### src/rtl/led_scan_ctrl_pkg.sv
// Shared types and helpers for the LED scan controller.
// Holds the scan state encoding and the slot-counter width rule.
package led_scan_ctrl_pkg;

    typedef enum logic [1:0] {
        ST_IDLE  = 2'd0,
        ST_BLANK = 2'd1,
        ST_SHOW  = 2'd2
    } scan_state_t;

    // The slot counter must be able to hold the longer of the two slot lengths.
    function automatic int cnt_width(input int show_cyc, input int blank_cyc);
        int longest;
        longest = (show_cyc > blank_cyc) ? show_cyc : blank_cyc;
        return (longest > 1) ? $clog2(longest) : 1;
    endfunction

endpackage

### src/rtl/led_scan_ctrl_slot_timer.sv
// Loadable down-counter with a zero flag.
// Shared by the blanking and lit phases of the scan sequence.
module led_scan_ctrl_slot_timer #(
    parameter int W = 2
) (
    input  logic         clk,
    input  logic         reset_n,
    input  logic         load,
    input  logic [W-1:0] load_val,
    output logic         zero
);

    logic [W-1:0] cnt;

    // The count parks at zero until the next load.
    always_ff @(posedge clk or negedge reset_n) begin
        if (!reset_n) begin
            cnt <= '0;
        end else if (load) begin
            cnt <= load_val;
        end else if (cnt != '0) begin
            cnt <= cnt - 1'b1;
        end
    end

    assign zero = (cnt == '0);

endmodule

### src/rtl/led_scan_ctrl.sv
// Multiplexes DIGITS hex digits onto one shared 7-segment decoder with
// blanking gaps between digits and frame-synchronous double-buffered updates.
//
//   state    | meaning
//   ---------+-------------------------------------------------------------
//   ST_IDLE  | scan disabled, all outputs low
//   ST_BLANK | gap before a digit slot: no digit driven, decoder disabled
//   ST_SHOW  | digit idx driven, decoder fed active[idx]
module led_scan_ctrl
    import led_scan_ctrl_pkg::*;
#(
    parameter int DIGITS    = 4,
    parameter int SHOW_CYC  = 4,
    parameter int BLANK_CYC = 1
) (
    input  logic                clk,
    input  logic                reset_n,
    input  logic                en,
    input  logic                upd_req,
    input  logic [4*DIGITS-1:0] upd_data,
    input  logic [DIGITS-1:0]   blank_mask,
    output logic                upd_busy,
    output logic                upd_ack,
    output logic                dec_en,
    output logic [3:0]          dec_d,
    output logic [DIGITS-1:0]   digit_sel,
    output logic                frame_done
);

    localparam int IDX_W = $clog2(DIGITS);
    localparam int CNT_W = cnt_width(SHOW_CYC, BLANK_CYC);

    localparam logic [CNT_W-1:0] SHOW_LOAD  = CNT_W'(SHOW_CYC - 1);
    localparam logic [CNT_W-1:0] BLANK_LOAD = CNT_W'(BLANK_CYC - 1);
    localparam logic [IDX_W-1:0] LAST_IDX   = IDX_W'(DIGITS - 1);

    scan_state_t         state;
    scan_state_t         state_nxt;
    logic [IDX_W-1:0]    idx;
    logic [IDX_W-1:0]    idx_nxt;

    logic                tmr_load;
    logic [CNT_W-1:0]    tmr_val;
    logic                cnt_zero;
    logic                frame_end;

    logic [4*DIGITS-1:0] active;
    logic [4*DIGITS-1:0] shadow;
    logic                pending;
    logic                apply;

    logic [DIGITS-1:0]   sel_nxt;
    logic                den_nxt;
    logic [3:0]          dd_nxt;

    led_scan_ctrl_slot_timer #(
        .W (CNT_W)
    ) u_slot_timer (
        .clk      (clk),
        .reset_n  (reset_n),
        .load     (tmr_load),
        .load_val (tmr_val),
        .zero     (cnt_zero)
    );

    always_ff @(posedge clk or negedge reset_n) begin
        if (!reset_n) begin
            state <= ST_IDLE;
            idx   <= '0;
        end else begin
            state <= state_nxt;
            idx   <= idx_nxt;
        end
    end

    always_comb begin
        state_nxt = state;
        idx_nxt   = idx;
        tmr_load  = 1'b0;
        tmr_val   = '0;
        frame_end = 1'b0;
        if (!en) begin
            state_nxt = ST_IDLE;
            idx_nxt   = '0;
            tmr_load  = 1'b1;
        end else begin
            case (state)
                ST_IDLE: begin
                    state_nxt = ST_BLANK;
                    idx_nxt   = '0;
                    tmr_load  = 1'b1;
                    tmr_val   = BLANK_LOAD;
                end
                ST_BLANK: begin
                    if (cnt_zero) begin
                        state_nxt = ST_SHOW;
                        tmr_load  = 1'b1;
                        tmr_val   = SHOW_LOAD;
                    end
                end
                ST_SHOW: begin
                    if (cnt_zero) begin
                        state_nxt = ST_BLANK;
                        tmr_load  = 1'b1;
                        tmr_val   = BLANK_LOAD;
                        if (idx == LAST_IDX) begin
                            idx_nxt   = '0;
                            frame_end = 1'b1;
                        end else begin
                            idx_nxt = idx + 1'b1;
                        end
                    end
                end
                default: begin
                    state_nxt = ST_IDLE;
                    idx_nxt   = '0;
                    tmr_load  = 1'b1;
                end
            endcase
        end
    end

    // Outputs are registered from the next-state values so they change on
    // the same edge as the state, with no combinational path from inputs.
    always_comb begin
        sel_nxt = '0;
        den_nxt = 1'b0;
        dd_nxt  = dec_d;
        case (state_nxt)
            ST_IDLE: begin
                dd_nxt = 4'h0;
            end
            ST_SHOW: begin
                sel_nxt = {{(DIGITS-1){1'b0}}, 1'b1} << idx_nxt;
                den_nxt = !blank_mask[idx_nxt];
                dd_nxt  = active[int'(idx_nxt)*4 +: 4];
            end
            default: begin
                dd_nxt = dec_d;
            end
        endcase
    end

    always_ff @(posedge clk or negedge reset_n) begin
        if (!reset_n) begin
            digit_sel  <= '0;
            dec_en     <= 1'b0;
            dec_d      <= 4'h0;
            frame_done <= 1'b0;
        end else begin
            digit_sel  <= sel_nxt;
            dec_en     <= den_nxt;
            dec_d      <= dd_nxt;
            frame_done <= frame_end;
        end
    end

    // A pending update lands at the frame boundary, or straight away when the
    // scan is not running so an idle display never stalls the host.
    assign apply = pending && (frame_end || (state == ST_IDLE) || !en);

    always_ff @(posedge clk or negedge reset_n) begin
        if (!reset_n) begin
            active  <= '0;
            shadow  <= '0;
            pending <= 1'b0;
            upd_ack <= 1'b0;
        end else begin
            upd_ack <= apply;
            if (apply) begin
                active  <= shadow;
                pending <= 1'b0;
            end else if (upd_req && !pending) begin
                shadow  <= upd_data;
                pending <= 1'b1;
            end
        end
    end

    assign upd_busy = pending;

endmodule
### config.mk
export PLATFORM = sky130hd
export DESIGN_NAME = led_scan_ctrl
export DESIGN_NICKNAME = d
export VERILOG_FILES = /design/src/rtl/led_scan_ctrl_pkg.sv /design/src/rtl/led_scan_ctrl_slot_timer.sv /design/src/rtl/led_scan_ctrl.sv
export SDC_FILE = /design/constraint.sdc
export NUM_CORES = 1
export LEC_CHECK = 0
export ABC_AREA = 1
export BUFFER_PORTS_ARGS = -buffer_cell sky130_fd_sc_hd__buf_2
export CORE_AREA = 10 10 75 83
export CTS_CLUSTER_DIAMETER = 120
export CTS_CLUSTER_SIZE = 25
export DETAILED_ROUTE_END_ITERATION = 6
export DIE_AREA = 0 0 85 93
export HOLD_SLACK_MARGIN = 0.12
export PLACE_DENSITY = 0.68
export SYNTH_ARGS = -nofsm -noshare
export SYNTH_HDL_FRONTEND = slang
export SYNTH_SLANG_ARGS = --single-unit
### constraint.sdc
create_clock -name clk -period 1.7 [get_ports clk]
set_clock_uncertainty 0.05 [all_clocks]
set_input_delay 0.17 -clock clk [delete_from_list [all_inputs] [get_ports clk]]
set_output_delay 0.17 -clock clk [all_outputs]
set_load 0.05 [all_outputs]
==> run metrics <==
CTS tree yes; core area between 4000 and 5000 µm²; final period utilization around 100%; startpoint types register; area share of and/or/nand/nor cells after synthesis 23.4%; Final Power 0.00450 W; syn_area_per_cell 9.23 µm²; Net count, final 343; Max Freq 594 MHz; root buffer selected by CTS clkbuf_8; TritonCTS buffer count 5; die area between 7000 and 8000 µm²; Post-DP Area ~2500 µm²; synthesized flop and latch total 50; dpl ws -0.0259 ns; global-route wire length before repair approximately 8000 µm; Final Hold Vio Count 0; final setup fails 0; Mapped Cells 240; synthesized net count between 200 and 300; critical path class register to register; Max Cap Viol 0; Design Area, Final around 3100 µm²; clock sink count 50; worst reg2reg path depth 7; Synth Area in XOR/XNOR 0%; antenna-violating nets left 0; min-delay src blank_mask[1]; critical path required time about 1.9 ns; CP max-delay cell dfrtp_1; synthesized cell area 2210 µm²; mux share of post-synthesis cell area just over 3%; Worst-Margin Slew ~0.49 ns; Clock Tree Buf Depth 2; Remaining DRCs 0; slew margin rel. 67.4%; Starting Density about half; synth unique cells 23; Worst Hold End dec_en; Power Density 1480 nW/µm²; H-tree depth 2; Rows 26; Min-Delay Path Class input pin to register; status completed; n_diodes 0; final WL 4940 µm; crit path cell chain buf_4 > ha_1 > nor2_1 > nand2_1 > nor3_4 > inv_2 > nor3_1; clock transition at the registers of the reported paths roughly 0.09 ns; largest family of logic cells by synthesized area simple AND/OR/NAND/NOR gates; Yosys top cell by area dfrtp_1; most common cell after layout, fill and taps aside nand2_1; die width around 85 µm; Layout area overhead 37.8%; sequential-to-total area share from yosys stat a little under three fifths; commonest cells after routing, fill and taps aside nand2_1 (64), dfrtp_1 (49), buf_2 (35); Die H 93 µm; cell family with most CP delay simple AND/OR/NAND/NOR gates; min Tclk post-route about 1.7 ns; vias in the first global route 1856; initial drt markers roughly 120; GRT Overall Usage between 10% and 20%; Yosys warning count 0; Final WS setup ~0.017 ns; initial antenna violation count 0; post-synthesis compound-gate area fraction 6.05%; Critical path buffers and inverters 2; Largest stage delay, worst path 0.40 ns; RSZ-0062 raised after global routing yes; ranking of synthesized cells by area dfrtp_1 (56%), nand2_1 (13%), inv_1 (3.6%); post-synth top area share a little under three fifths; post-synthesis adder-cell area fraction 3.39%; CP endpoint kind register; wire length per cell 13.4 µm; reg-to-reg startpoint state[0]; largest net degree at the start of global routing 23; crit path DAT approximately 1.8 ns; Leakage approximately 1.6 nW; worst r2r dst digit_sel[2]; I/O pin count 36; r2r setup slk 0.02 ns; post-DP HPWL about 3300 µm; Detailed Routing Iterations Pass 1 4; layout cells sized above 1 a little over a third; Final Wtd Congestion 0.872; port buffer count 35; maximum fanout along the worst path 4; vias per cell between 4 and 5; max-slew violations 0; vias post-DR 1791; total gr overflow 0; Hold Path Cell Cnt 4; Clk Latency, worst-skew pair approximately 0.30 ns; Max VDD drop ~800 µV
[cell families after synthesis]
family / count (synthesis)
AND/OR/NAND/NOR: 121
flip-flops: 50
buffers and inverters: 31
AO/OA/AOI/OAI: 26
multiplexers: 6
adder cells (fa/ha/maj): 6
[state kept, by name (all words and copies together) (netlist names)]
name,flops
dec_d,4
digit_sel,4
upd_busy,1
upd_ack,1
idx,2
shadow,16
frame_done,1
active,16
u_slot_timer.cnt,2
dec_en,1
state,2
[worst max path at each step]
stage             start            to  slack, ns  cells past startpoint
5_1_grt        state[1]      dec_d[1]      -0.08                     13
3_3_place_gp   state[0]      dec_d[0]       0.01                     13
3_5_place_dp   state[0]      dec_d[1]      -0.03                     13
6_report       state[0]  digit_sel[2]       0.02                      7
2_1_floorplan  state[0]      dec_d[0]       0.14                     14
4_1_cts        state[0]    active[11]      -0.01                     10
[worst register-to-register path, cell delays in order (launching register included)]
cell and delay [ns]:
dfrtp_1 0.40, buf_4 0.16, ha_1 0.19, nor2_1 0.10
nand2_1 0.11, nor3_4 0.26, inv_2 0.10, nor3_1 0.21
[cell type report]
cell class,count,area (µm²)
fill,369,1540
sequential,50,1250
multi-input combinational,161,998
timing repair buffer,69,507
inverter,25,106
clock buffer,6,82.6
tap,56,70.1
clock inverter,1,30.0
timing repair inverter,1,5.00
[power by group]
group          total [W]  internal, W  switching (W)  leakage, nW
logic            0.00186     0.000735        0.00113        0.899
clock network   0.000846     0.000471       0.000375       0.0573
registers        0.00180      0.00158       0.000219        0.616
[cells in the mapped netlist, drive strengths merged]
master  count
nand2      88
dfrtp      50
inv        23
nor2       16
a21oi      13
o21ai      13
nand3      12
ha          6
mux2        6
buf         5
nor3        5
bufinv      1
clkbuf      1
clkinv      1
[per-layer routing]
layer / GRT usage, % / vias to the layer above / part of all wire [%]
met1: 14.1 / 835 / 41
met5: 0 / - / 0
met3: 3.65 / 12 / 4.0
met4: 4.67 / 0 / 2.2
li1: - / 905 / -
met2: 21.3 / 39 / 52
[through the flow]
step / instances / TNS [ns] / hold WS, ns / util (%)
after CTS: 364 / -0.0422 / 0.132 / 61.7
after global routing: 369 / -0.331 / 0.158 / 66.5
after global placement: 338 / 0 / 0.109 / 54.8
after floorplan: 240 / 0 / -0.176 / -
after detailed placement: 338 / -0.0699 / 0.106 / 54.8
final: 369 / 0 / 0.131 / 66.5
[what timing repair did]
item                                    in CTS  in global routing
hold endpoints to repair                    37                  0
cloned                                       0                  4
hold buffers                                19                  0
pin swaps                                    2                 21
endpoints found under the setup margin      19                 26
setup buffers                                0                  1
gates resized for setup                      3                 48
(Power assumes the default switching activity.)
